<file path="src/rtl/sqrt_controller_pkg.sv">
`default_nettype none
// ============================================================================
// Module   : sqrt_controller_pkg
// Purpose  : Shared opcodes, register indices and FSM encoding for the
//            Newton-Raphson square-root controller.
// Revision : 1.0
// ============================================================================
package sqrt_controller_pkg;

    localparam int c_MAX_ITER_DEFAULT = 16;

    localparam logic [1:0] c_OP_ADD = 2'b00;
    localparam logic [1:0] c_OP_SUB = 2'b01;
    localparam logic [1:0] c_OP_MUL = 2'b10;
    localparam logic [1:0] c_OP_DIV = 2'b11;

    // r0, r5 and r6 hold constants and are never write targets
    localparam logic [2:0] c_R_ZERO = 3'd0;
    localparam logic [2:0] c_R_S    = 3'd1;
    localparam logic [2:0] c_R_X    = 3'd2;
    localparam logic [2:0] c_R_TEMP = 3'd3;
    localparam logic [2:0] c_R_XNEW = 3'd4;
    localparam logic [2:0] c_R_TWO  = 3'd5;
    localparam logic [2:0] c_R_EPS  = 3'd6;
    localparam logic [2:0] c_R_DIFF = 3'd7;

    localparam logic [2:0] c_STEP_LAST = 3'd4;

    typedef enum logic [2:0] {
        S_IDLE   = 3'd0,
        S_LOAD_S = 3'd1,
        S_LOAD_X = 3'd2,
        S_ISSUE  = 3'd3,
        S_WAIT   = 3'd4,
        S_CHECK  = 3'd5,
        S_DONE   = 3'd6
    } state_t;

endpackage
`default_nettype wire

</file>
<file path="src/rtl/sqrt_controller_if.sv">
`default_nettype none
// ============================================================================
// Module   : sqrt_controller_if
// Purpose  : Controller <-> datapath (register file, FP ALU) signal bundle.
// Revision : 1.0
// ============================================================================
interface sqrt_controller_if;
    logic       start_i;
    logic       alu_done_i;
    logic       converged_i;
    logic [2:0] addr_rda_o;
    logic [2:0] addr_rdb_o;
    logic [2:0] addr_wr_o;
    logic       WE_o;
    logic       sel_ext_o;
    logic [1:0] alu_op_o;
    logic       alu_start_o;
    logic       busy_o;
    logic       done_o;
    logic [4:0] iter_o;

    modport master (
        input  start_i, alu_done_i, converged_i,
        output addr_rda_o, addr_rdb_o, addr_wr_o, WE_o, sel_ext_o,
               alu_op_o, alu_start_o, busy_o, done_o, iter_o
    );

    modport slave (
        output start_i, alu_done_i, converged_i,
        input  addr_rda_o, addr_rdb_o, addr_wr_o, WE_o, sel_ext_o,
               alu_op_o, alu_start_o, busy_o, done_o, iter_o
    );
endinterface
`default_nettype wire

</file>
<file path="src/rtl/sqrt_controller_step_decode.sv">
`default_nettype none
// ============================================================================
// Module   : sqrt_step_decode
// Purpose  : Maps a Newton step index to its ALU operands, target and opcode.
// Revision : 1.0
// ============================================================================
module sqrt_step_decode
    import sqrt_controller_pkg::*;
(
    input  logic [2:0] i_step,
    output logic [2:0] o_rda,
    output logic [2:0] o_rdb,
    output logic [2:0] o_wr,
    output logic [1:0] o_op
);

    // x_new = (S/x + x) / 2, diff = x_new - x, x = x_new
    always_comb begin
        o_rda = c_R_ZERO;
        o_rdb = c_R_ZERO;
        o_wr  = c_R_ZERO;
        o_op  = c_OP_ADD;
        case (i_step)
            3'd0: begin o_rda = c_R_S;    o_rdb = c_R_X;    o_wr = c_R_TEMP; o_op = c_OP_DIV; end
            3'd1: begin o_rda = c_R_X;    o_rdb = c_R_TEMP; o_wr = c_R_TEMP; o_op = c_OP_ADD; end
            3'd2: begin o_rda = c_R_TEMP; o_rdb = c_R_TWO;  o_wr = c_R_XNEW; o_op = c_OP_DIV; end
            3'd3: begin o_rda = c_R_XNEW; o_rdb = c_R_X;    o_wr = c_R_DIFF; o_op = c_OP_SUB; end
            3'd4: begin o_rda = c_R_XNEW; o_rdb = c_R_ZERO; o_wr = c_R_X;    o_op = c_OP_ADD; end
            default: ;
        endcase
    end

endmodule
`default_nettype wire

</file>
<file path="src/rtl/sqrt_controller.sv">
`default_nettype none
// ============================================================================
// Module   : sqrt_controller
// Purpose  : Sequences register-file and FP-ALU traffic for an iterative
//            Newton-Raphson square root.
// Revision : 1.0
// ============================================================================
module sqrt_controller
    import sqrt_controller_pkg::*;
#(
    parameter int MAX_ITER = c_MAX_ITER_DEFAULT
) (
    input  logic              clk,
    input  logic              rst,
    sqrt_controller_if.master bus
);

    localparam logic [4:0] c_LAST_ITER = 5'(MAX_ITER - 1);

    state_t     r_state;
    logic [2:0] r_step;
    logic [4:0] r_iter;
    logic       r_sel_ext;
    logic       r_alu_start;
    logic       r_busy;
    logic       r_done;

    logic [2:0] w_dec_rda, w_dec_rdb, w_dec_wr;
    logic [1:0] w_dec_op;
    logic [2:0] w_rda, w_rdb, w_wr;
    logic [1:0] w_op;
    logic       w_we;

    sqrt_step_decode u_decode (
        .i_step (r_step),
        .o_rda  (w_dec_rda),
        .o_rdb  (w_dec_rdb),
        .o_wr   (w_dec_wr),
        .o_op   (w_dec_op)
    );

    always_ff @(posedge clk or posedge rst) begin
        if (rst) begin
            r_state     <= S_IDLE;
            r_step      <= 3'd0;
            r_iter      <= 5'd0;
            r_sel_ext   <= 1'b0;
            r_alu_start <= 1'b0;
            r_busy      <= 1'b0;
            r_done      <= 1'b0;
        end else begin
            r_alu_start <= 1'b0;
            r_done      <= 1'b0;
            case (r_state)
                S_IDLE: begin
                    if (bus.start_i) begin
                        r_state   <= S_LOAD_S;
                        r_busy    <= 1'b1;
                        r_sel_ext <= 1'b1;
                    end
                end
                S_LOAD_S: r_state <= S_LOAD_X;
                S_LOAD_X: begin
                    r_state     <= S_ISSUE;
                    r_step      <= 3'd0;
                    r_iter      <= 5'd0;
                    r_sel_ext   <= 1'b0;
                    r_alu_start <= 1'b1;
                end
                S_ISSUE: r_state <= S_WAIT;
                S_WAIT: begin
                    if (bus.alu_done_i) begin
                        if (r_step < c_STEP_LAST) begin
                            r_step      <= r_step + 3'd1;
                            r_state     <= S_ISSUE;
                            r_alu_start <= 1'b1;
                        end else begin
                            r_state <= S_CHECK;
                        end
                    end
                end
                S_CHECK: begin
                    if (bus.converged_i || (r_iter == c_LAST_ITER)) begin
                        r_state <= S_DONE;
                        r_done  <= 1'b1;
                    end else begin
                        r_iter      <= r_iter + 5'd1;
                        r_step      <= 3'd0;
                        r_state     <= S_ISSUE;
                        r_alu_start <= 1'b1;
                    end
                end
                S_DONE: begin
                    r_state <= S_IDLE;
                    r_busy  <= 1'b0;
                end
                default: begin
                    r_state   <= S_IDLE;
                    r_busy    <= 1'b0;
                    r_sel_ext <= 1'b0;
                end
            endcase
        end
    end

    // Write enable follows alu_done_i within the same cycle, so it is decoded
    // from the registered state rather than registered itself.
    always_comb begin
        w_rda = c_R_ZERO;
        w_rdb = c_R_ZERO;
        w_wr  = c_R_ZERO;
        w_op  = c_OP_ADD;
        w_we  = 1'b0;
        case (r_state)
            S_LOAD_S: begin w_wr = c_R_S; w_we = 1'b1; end
            S_LOAD_X: begin w_wr = c_R_X; w_we = 1'b1; end
            S_ISSUE: begin
                w_rda = w_dec_rda; w_rdb = w_dec_rdb; w_wr = w_dec_wr; w_op = w_dec_op;
            end
            S_WAIT: begin
                w_rda = w_dec_rda; w_rdb = w_dec_rdb; w_wr = w_dec_wr; w_op = w_dec_op;
                w_we  = bus.alu_done_i;
            end
            S_CHECK: begin w_rda = c_R_DIFF; w_rdb = c_R_EPS; end
            S_DONE:  w_rda = c_R_X;
            default: ;
        endcase
    end

    assign bus.addr_rda_o  = w_rda;
    assign bus.addr_rdb_o  = w_rdb;
    assign bus.addr_wr_o   = w_wr;
    assign bus.alu_op_o    = w_op;
    assign bus.WE_o        = w_we;
    assign bus.sel_ext_o   = r_sel_ext;
    assign bus.alu_start_o = r_alu_start;
    assign bus.busy_o      = r_busy;
    assign bus.done_o      = r_done;
    assign bus.iter_o      = r_iter;

endmodule
`default_nettype wire

</file>
<file path="src/flat_wrapper.sv">
// flat-port wrapper written by rule: the top's interface ports become plain ports
module sqrt_controller_flat import sqrt_controller_pkg::*;
#(
    parameter int MAX_ITER = c_MAX_ITER_DEFAULT
)
  (clk, rst, bus_start_i, bus_alu_done_i, bus_converged_i, bus_addr_rda_o, bus_addr_rdb_o, bus_addr_wr_o, bus_WE_o, bus_sel_ext_o, bus_alu_op_o, bus_alu_start_o, bus_busy_o, bus_done_o, bus_iter_o);
  sqrt_controller_if bus_i ();
  input  logic clk;
  input  logic rst;
  input wire logic [$bits(bus_i.start_i)-1:0] bus_start_i;
  input wire logic [$bits(bus_i.alu_done_i)-1:0] bus_alu_done_i;
  input wire logic [$bits(bus_i.converged_i)-1:0] bus_converged_i;
  output wire logic [$bits(bus_i.addr_rda_o)-1:0] bus_addr_rda_o;
  output wire logic [$bits(bus_i.addr_rdb_o)-1:0] bus_addr_rdb_o;
  output wire logic [$bits(bus_i.addr_wr_o)-1:0] bus_addr_wr_o;
  output wire logic [$bits(bus_i.WE_o)-1:0] bus_WE_o;
  output wire logic [$bits(bus_i.sel_ext_o)-1:0] bus_sel_ext_o;
  output wire logic [$bits(bus_i.alu_op_o)-1:0] bus_alu_op_o;
  output wire logic [$bits(bus_i.alu_start_o)-1:0] bus_alu_start_o;
  output wire logic [$bits(bus_i.busy_o)-1:0] bus_busy_o;
  output wire logic [$bits(bus_i.done_o)-1:0] bus_done_o;
  output wire logic [$bits(bus_i.iter_o)-1:0] bus_iter_o;
  assign bus_i.start_i = bus_start_i;
  assign bus_i.alu_done_i = bus_alu_done_i;
  assign bus_i.converged_i = bus_converged_i;
  assign bus_addr_rda_o = bus_i.addr_rda_o;
  assign bus_addr_rdb_o = bus_i.addr_rdb_o;
  assign bus_addr_wr_o = bus_i.addr_wr_o;
  assign bus_WE_o = bus_i.WE_o;
  assign bus_sel_ext_o = bus_i.sel_ext_o;
  assign bus_alu_op_o = bus_i.alu_op_o;
  assign bus_alu_start_o = bus_i.alu_start_o;
  assign bus_busy_o = bus_i.busy_o;
  assign bus_done_o = bus_i.done_o;
  assign bus_iter_o = bus_i.iter_o;
  sqrt_controller #(.MAX_ITER(MAX_ITER)) u_core (.clk(clk), .rst(rst), .bus(bus_i));
endmodule
</file>
<file path="config.mk">
export PLATFORM = sky130hd
export DESIGN_NAME = sqrt_controller_flat
export DESIGN_NICKNAME = d
export VERILOG_FILES = /design/src/rtl/sqrt_controller_pkg.sv /design/src/rtl/sqrt_controller_if.sv /design/src/rtl/sqrt_controller_step_decode.sv /design/src/rtl/sqrt_controller.sv /design/src/flat_wrapper.sv
export SDC_FILE = /design/constraint.sdc
export NUM_CORES = 1
export LEC_CHECK = 0
export BUFFER_PORTS_ARGS = -buffer_cell sky130_fd_sc_hd__clkbuf_2
export CORE_MARGIN = 5
export CORE_UTILIZATION = 25
export CTS_BUF_LIST = sky130_fd_sc_hd__clkbuf_2
export CTS_CLUSTER_SIZE = 30
export DETAILED_ROUTE_END_ITERATION = 6
export GPL_TIMING_DRIVEN = 0
export SLEW_MARGIN = 30
export SYNTH_ARGS = -nofsm -noshare
export SYNTH_HDL_FRONTEND = slang
export SYNTH_SLANG_ARGS = --single-unit
</file>
<file path="constraint.sdc">
create_clock -name clk -period 1.8 [get_ports clk]
set_input_delay 0.09 -clock clk [delete_from_list [all_inputs] [get_ports clk]]
set_output_delay 0.09 -clock clk [all_outputs]
set_load 0.05 [all_outputs]
</file>
Word level (Yosys, flattened, before mapping)
Cells that the tools add are included.
- register bits: 15
- input bits: 5
- output and inout bits: 21
- word-level logic and storage cells: 74
- $add $sub $neg: 2
- order comparisons: 1
- equal/unequal tests: 15
- muxes and demuxes: 29
- bitwise logic cells: 2
- reduce and logical (&&, ||, !) cells: 18
- operator list (kind ; count):
    one-hot mux 3 bit (3 select lines) ; 4
    one-hot mux 3 bit (4 select lines) ; 2
    2-to-1 mux 3 bit ; 7
    one-hot mux 3 bit (6 select lines) ; 1
    == test 3 x 2 -> 1 bit, second input constant ; 4
    == test 3 bit, second input constant ; 4
    OR reduction 2 bit ; 6
    one-hot mux 5 bit (2 select lines) ; 1
    OR reduction 5 bit ; 2
    AND reduction 2 bit ; 4
    == test 3 x 1 -> 1 bit, second input constant ; 2
    logical NOT 3 bit ; 2
    2-to-1 mux 1 bit ; 6
    != test 2 bit, second input constant ; 3
    one-hot mux 1 bit (2 select lines) ; 3
    one-hot mux 3 bit (2 select lines) ; 1
    adder 5 x 1 -> 5 bit, second input constant ; 1
    == test 5 x 4 -> 1 bit, second input constant ; 1
    2-to-1 mux 5 bit ; 1
    one-hot mux 2 bit (2 select lines) ; 1
    AND reduction 4 bit ; 1
    adder 3 x 1 -> 3 bit, second input constant ; 1
    < comparator 3 bit, second input constant ; 1
    one-hot mux 1 bit (3 select lines) ; 1
    6 further kinds ; 7

Logic depth before layout (Yosys ltp)
Gate-level depths: netlist of run 1.
- depth after elaboration: 4
- gate-level depth with buffers: 7
- depth with buffers taken out: 7

Modules after synthesis
From an unflattened synthesis of run 1, not the netlist that was laid out.
- cells, all modules: 122
- area total of the unflattened synthesis: 1052.3 sq um
- modules (own cells, without submodules) (module ; instances ; cells each ; area an instance (sq um) ; sequential area each (sq um)):
    sqrt_controller ; 1 ; 104 ; 948.4 ; 375.4
    sqrt_step_decode ; 1 ; 18 ; 103.8 ; 0.0

Least setup slack after synthesis of run 1
OpenSTA, ideal clock, no wires.
- path type: register to register
- start point: register u_core.r_iter[0] (netlist: u_core.bus.iter_o[0])
- end point: register u_core.r_step[2]
- library setup time: 0.125 ns
- arrival: 2.077 ns
- required time: 1.675 ns
- path slack: -0.402 ns
- cell stages (with the launch flop): 8
- buffers on the path: 0
- period minus slack after synthesis: 2.202 ns
- path through: dfrtp_1 > ha_1 > and3_1 > ha_1 > nor2_1 > a211oi_2 > a21oi_2 > mux2_4
- cells in the longest elaborated chain, start to end: 4
- RTL lines (element ; line ; RTL):
    start: declaration ; sqrt_controller.sv:22 ; logic [4:0] r_iter;
    start signal: assignment ; sqrt_controller.sv:87 ; r_iter <= r_iter + 5'd1;
    == test 5 x 4 -> 1 bit ; sqrt_controller.sv:83 ; if (bus.converged_i || (r_iter == c_LAST_ITER)) begin
    logical OR 1 bit ; sqrt_controller.sv:83 ;
    != test 2 bit (no source line) ; n/a ;
    AND reduction 4 bit (no source line) ; n/a ;
    end signal: assignment ; sqrt_controller.sv:74 ; r_step <= r_step + 3'd1;
    end: declaration ; sqrt_controller.sv:21 ; logic [2:0] r_step;
Every way passes these cells.
A chain may end at the register's enable or synchronous reset.

Worst setup path after layout of run 1
- start point: register u_core.r_step[0]
- end point: output bus_addr_wr_o[0]
- cells in the longest elaborated chain, start to end: 4
- elaborated cells on any way between the ends: 8
- those cells by class: 4 x eq/ne; 2 x mux; 2 x reduce/logical
- RTL lines (element ; line ; RTL):
    == test 3 x 1 -> 1 bit / logical NOT 3 bit (equally long branches) ; sqrt_controller_step_decode.sv:23 ; case (i_step)
    OR reduction 2 bit (no source line) ; n/a ;
    one-hot mux 3 bit (4 select lines) * ; sqrt_controller_step_decode.sv:23 ;
    one-hot mux 3 bit (3 select lines) * ; sqrt_controller.sv:114 ; case (r_state)
    end: declaration ; flat_wrapper.sv:15 ; output wire logic [$bits(bus_i.addr_wr_o)-1:0] bus_addr_wr_o;
Every way passes the cells marked *; elsewhere a longest branch is shown, timed or not.

==> results of run 1 <==
[cell usage after synthesis (2+ instances only)]
cell	number	area share (%)
a211o_1	2	1.7
a21oi_1	7	3.4
buf_4	2	1.4
dfrtp_1	15	36
ha_1	7	8.4
inv_1	8	2.9
mux2i_1	5	4.8
nand2_1	12	4.3
nand3_1	5	2.4
nor2_1	10	3.6
nor3_1	2	0.96
nor3b_1	2	1.4
o21a_1	2	1.4
o21ai_0	17	8.2
[sequential cells by signal (all words and copies together), names as in the netlist]
| register | count |
|---|---|
| u_core.r_state | 3 |
| u_core.bus.done_o | 1 |
| u_core.r_step | 3 |
| u_core.bus.sel_ext_o | 1 |
| u_core.bus.busy_o | 1 |
| u_core.bus.iter_o | 5 |
| u_core.bus.alu_start_o | 1 |
[cell usage in the layout, fill, tap and decap left out, types with 2 or more instances in the layout]
cell,netlist,final
nor3b_1,2,2
nor2_4,0,4
nand3_1,5,4
o21ai_0,17,10
dfrtp_1,15,10
buf_6,0,7
o21a_1,2,2
nand2_1,12,12
mux2i_1,5,5
nor2_1,10,4
clkbuf_2,0,18
inv_1,8,7
and2b_2,1,2
a211o_1,2,2
ha_2,0,3
a21oi_1,7,5
o21ai_1,1,5
a21oi_2,1,3
dfrtp_2,0,5
o21ai_2,0,3
buf_4,2,16
ha_4,0,4
buf_8,0,2
nor2_2,0,2
[worst register-to-register path: cells and delay by family, from the launching register on]
kind	cells	cell delay, ps
flip-flops	1	460
adder cells (fa/ha/maj)	2	330
AND/OR/NAND/NOR	2	320
multiplexers	1	320
AO/OA/AOI/OAI	2	270
[where the power goes]
| part | switching, W | internal [W] |
|---|---|---|
| Clock | 0.000122 | 0.0000589 |
| Combinational | 0.00136 | 0.000787 |
| Sequential | 0.0000801 | 0.000430 |
| Total | 0.00156 | 0.00128 |
[layout make-up]
cell class | instances | area share (%)
inverter | 9 | 2.44
timing repair buffer | 38 | 18.8
sequential | 15 | 24.0
buffer | 4 | 1.97
tap | 50 | 3.93
multi-input combinational | 93 | 47.6
clock buffer | 4 | 1.26
[layer usage]
metal,wire [um],share of wire (%)
met1,1240,42
met2,1460,49
met3,185,6.3
met4,68,2.3
met5,0,0
[stage by stage]
stage	hold slack [ps]	setup slack, ps	cells	setup TNS [ps]	power (W)
after floorplan	-8.66	-291	121	-803	0.00180
after global placement	169	-234	196	-346	0.00214
after detailed placement	175	-235	196	-363	0.00214
after CTS	94.9	-195	207	-195	0.00258
after global routing	95.0	-271	213	-863	0.00302
final	94.1	-160	213	-169	0.00284
[kinds of logic after synthesis]
family	count (synthesis)	synth area share [%]
xor gates and xnor gates	1	0.843
and+or+nand+nor	42	21.2
AOI/OAI and AO/OA	37	21.7
adders and majority gates	7	8.42
buffers and inverters	13	5.53
muxes	6	6.26
DFF	15	36.1
[what timing repair did]
action	CTS	global route
resized for setup	38	41
endpoints found under the setup margin	15	15
setup buffers	6	6
hold buffers	1	0
endpoints found under the hold margin	15	0
pin swaps	2	10
[worst paths after layout]
check | to | cells past startpoint | start
setup reg to reg | u_core.r_step[2] | 7 | u_core.bus.iter_o[0]
hold / removal | u_core.r_state[0] | 2 | bus_alu_done_i
setup / recovery | bus_addr_wr_o[0] | 7 | u_core.r_step[0]
hold reg to reg | u_core.bus.sel_ext_o | 2 | u_core.bus.sel_ext_o
max in group asynchronous | u_core.r_step[1] | 3 | rst
min in group asynchronous | u_core.bus.iter_o[3] | 3 | rst
==> impl_metrics.json, run 1 <==
{
  "outcome": "complete, but fails checks",
  "failed_checks": "negative setup slack",
  "fp-row-count": 23,
  "gr-max-usage-layer": "met2",
  "area_delta_synth_final_pct": 53.1,
  "final_util_pct": 39.5,
  "clk_pin_slew_ps": 160,
  "crit_family": "compound AO/OA/AOI/OAI gates",
  "crit_type": "reg -> out",
  "register_area_um2": 382,
  "grt_pass1_wl_um": 4590,
  "wl_um": 2950,
  "placed_cell_area_um2": 1260,
  "worst_pin_slew_ps": 621,
  "nNetsFinal": 176,
  "ys_seq_area_share_pct": 36.1,
  "hold_violations": 0,
  "fill_cells": 415,
  "fin_area_um2": 1590,
  "grt.overflow.total": 0,
  "crit_buf_inv": 1,
  "drc": 0,
  "wl_per_cell_um": 13.8,
  "ys.flop_type": "dfrtp_1",
  "cts-root-buf": "clkbuf_2",
  "crit_required_ps": 1710,
  "crit_chain": "ha_4 > ha_4 > o21a_1 > o21ai_2 > nand3_1 > a31o_2 > buf_8",
  "via_count": 1028,
  "coreArea_um2": 4030,
  "use_met1_pct": 13.4,
  "crit_top_cell": "ha_4",
  "grtUsageMet3_pct": 3.11,
  "fmax_mhz": 510,
  "netlist-cell-type-count": 39,
  "ir_worst_vdd_mv": 0.591,
  "n_antenna_cell": 0,
  "synthesis.yosys.warnings": 0,
  "drtAntennaViolNets": 0,
  "avgSynthCellArea_um2": 8.59,
  "async_flop_share_pct": 100,
  "critPathMaxStageDelay_ps": 480,
  "min_period_over_period_pct": 109,
  "timing.final.ws_setup_ps": -160,
  "finalMaxSlewViolations": 0,
  "grt_setup_unrepaired": "yes",
  "use_met2_pct": 18.0,
  "max_cap_viol_count": 0,
  "grt_max_degree": 16,
  "multi_input_area_um2": 758,
  "critPathCaptureType": "primary output",
  "slew_headroom_pct": 58.6,
  "dpl.hpwl_um": 2010,
  "dieWidth_um": 74.5,
  "pwr_density_cell_nw_per_um2": 1780,
  "synth_edf_count": 0,
  "ios": 26,
  "synth_seq_cells": 15,
  "cts_tree": "done",
  "synth_cells": 121,
  "finClkSkew_ps": 4.99,
  "gr-usage-all-layers_pct": 11.1,
  "cts_buffer_depth": 2,
  "timing.final.crit_period_ps": 1960,
  "post_route_cells_drive_above_1_share_pct": 51.5,
  "routabilityCongestion": 0.774,
  "viasPerCell": 4.83,
  "r2r_slack_ps": -10,
  "antenna_found_initial": 0,
  "setup_violations": 2,
  "netlist_area_um2": 1040,
  "clk-insertion-delay-late_ps": 300,
  "start_util_pct": 25.8,
  "dr.first_iter.drc_count": 42,
  "cp_slowest_cell": "dfrtp_2",
  "io_buffer_count": 25,
  "die_area_um2": 5550,
  "htree_levels": 1,
  "leakage_nw": 0.703,
  "syn_nets": 133,
  "crit_arrival_ps": 1870,
  "grt_pass1_vias": 1001,
  "holdCritPathClass": "in -> reg",
  "cts_buffers": 3,
  "firstDrtPassIters": 4,
  "die_h_um": 74.5,
  "cp_max_fo": 5,
  "cts_sinks": 15,
  "start_kind": "flop"
}
(Power assumes the default switching activity.)
==> inputs of run 2 (changes only) <==
clock period = 1.75 ns   (was 1.8 ns; I/O delays follow)
==> run 2 against run 1 <==
- the flow still finishes with violations (negative setup slack)
- global-route usage hardly changed
- clock power hardly changed
- core utilization is 0.47 points higher
- largest power group unchanged
- highest routed layer unchanged
==> impl_metrics.json, run 2 (synthesis results as in run 1) <==
{
  "crit_required_ps": 1660,
  "cp_max_fo": 5,
  "clkPwrFrac_pct": 6.3,
  "p_sw_w": 0.00157,
  "crit_arrival_ps": 1850,
  "finClkSkew_ps": 9.71,
  "firstDrtPassIters": 4,
  "antenna_found_initial": 0,
  "wl_um": 2900,
  "route.met3.wl_um": 162,
  "grt_pass1_wl_um": 4730,
  "instances_no_fill": 214,
  "max_cap_viol_count": 0,
  "cts_buffers": 3,
  "grt_setup_unrepaired": "yes",
  "cts_sinks": 15,
  "grt.overflow.total": 0,
  "rr_worst_depth": 7,
  "dpl.hpwl_um": 2050,
  "fin_hold_ws_ps": 110,
  "ir_worst_vdd_mv": 0.841,
  "holdCritPathClass": "in -> reg",
  "fin_area_um2": 1610,
  "viasPerCell": 4.90,
  "min_period_over_period_pct": 111,
  "wl_per_cell_um": 13.5,
  "fmax_mhz": 517,
  "via_count": 1048,
  "nNetsFinal": 177,
  "outcome": "complete, but fails checks",
  "grt_pass1_vias": 1032,
  "met2_length_um": 1400,
  "fp-row-count": 23,
  "start_util_pct": 25.8,
  "htree_levels": 1,
  "pwr-share-seq_pct": 18.4,
  "switching_share_pct": 54.7,
  "routabilityCongestion": 0.806,
  "leakage_nw": 0.717,
  "worst_pin_slew_ps": 620,
  "post_route_cells_drive_above_1_share_pct": 51.8,
  "clk_pin_slew_ps": 160,
  "cts_buffer_depth": 2,
  "finalMaxSlewViolations": 0,
  "cts-root-buf": "clkbuf_2",
  "n_antenna_cell": 0,
  "failed_checks": "negative setup slack",
  "io_buffer_count": 25,
  "grt_max_degree": 16,
  "wl_met1_um": 1290,
  "die_h_um": 74.5,
  "crit_type": "reg -> out",
  "placed_cell_area_um2": 1270,
  "clk-insertion-delay-late_ps": 290,
  "largest_register_ffs": 5,
  "cts_tree": "done",
  "intPower_w": 0.00130,
  "critPathCaptureType": "primary output",
  "timing.final.ws_setup_ps": -184,
  "hold_depth": 2,
  "pwr_density_cell_nw_per_um2": 1780,
  "final_cell_mix": "18 x buf_4, 18 x clkbuf_2, 12 x nand2_1",
  "start_kind": "flop",
  "p_comb_share_pct": 75.3,
  "die_area_um2": 5550,
  "dieWidth_um": 74.5,
  "top_layer": "met4",
  "hold_violations": 0,
  "coreArea_um2": 4030,
  "dr.first_iter.drc_count": 20,
  "setup_violations": 3,
  "drc": 0,
  "ios": 26,
  "gr-usage-all-layers_pct": 11.1,
  "post-place-ws_ps": -292,
  "fill_cells": 391,
  "area_delta_synth_final_pct": 54.9,
  "drtAntennaViolNets": 0,
  "slew_headroom_pct": 58.6,
  "timing.final.crit_period_ps": 1930,
  "placedCellCount": 196
}
## run 2: final timing paths
path / start / end / slack [ps]
max: u_core.r_step[1] / bus_addr_wr_o[0] / -180
min: bus_alu_done_i / u_core.r_state[0] / 110
max reg2reg: u_core.bus.iter_o[1] / u_core.r_step[2] / 20
min reg2reg: u_core.bus.sel_ext_o / u_core.bus.sel_ext_o / 530
max in group asynchronous: rst / u_core.r_step[1] / 940
min in group asynchronous: rst / u_core.bus.iter_o[3] / 370
## run 2: timing repair
action                     CTS  global route
setup endpoints to repair   15            19
hold buffers                 1             0
setup buffers                8             5
gates resized for setup     45            30
hold endpoints to repair    15             0
pin swaps                    6            11
## run 2: power by group through the flow
| stage | Clock (W) | Sequential, W | Combinational (W) |
|---|---|---|---|
| final | 0.000180 | 0.000528 | 0.00217 |
| after global routing | 0.000201 | 0.000543 | 0.00231 |
| after CTS | 0.000182 | 0.000533 | 0.00201 |
| after detailed placement | 0 | 0.000543 | 0.00166 |
| after global placement | 0 | 0.000543 | 0.00166 |
| after floorplan | 0 | 0.000673 | 0.00118 |
## run 2: worst max-delay path, cell delays in order, from the launching register on
cell and delay [ps]:
dfrtp_2 490, ha_4 200, ha_4 170, o21a_1 110
o21ai_2 120, nand3_1 90, a31o_2 230, buf_8 150
## run 2: cell type report
| cell class | instances | area, um2 | area share [%] |
|---|---|---|---|
| Timing Repair Buffer | 39 | 317 | 19.7 |
| Tap cell | 50 | 62.6 | 3.89 |
| Buffer | 4 | 27.5 | 1.71 |
| Clock buffer | 4 | 20.0 | 1.24 |
| Inverter | 9 | 41.3 | 2.56 |
| Sequential cell | 15 | 382 | 23.7 |
| Multi-Input combinational cell | 93 | 761 | 47.2 |
## run 2: through the flow
step	utilization (%)	power [W]	TNS (ps)
after global routing	40.0	0.00305	-798
final	40.0	0.00287	-285
after CTS	37.3	0.00272	-240
after detailed placement	31.6	0.00220	-436
after global placement	31.6	0.00220	-407
after floorplan	-	0.00185	-983
## run 2: per-layer routing
layer | global-route usage (%) | up-vias
met5 | 0 | -
met4 | 3.56 | 0
met3 | 2.03 | 5
met2 | 18.2 | 25
met1 | 14.6 | 502
li1 | - | 516
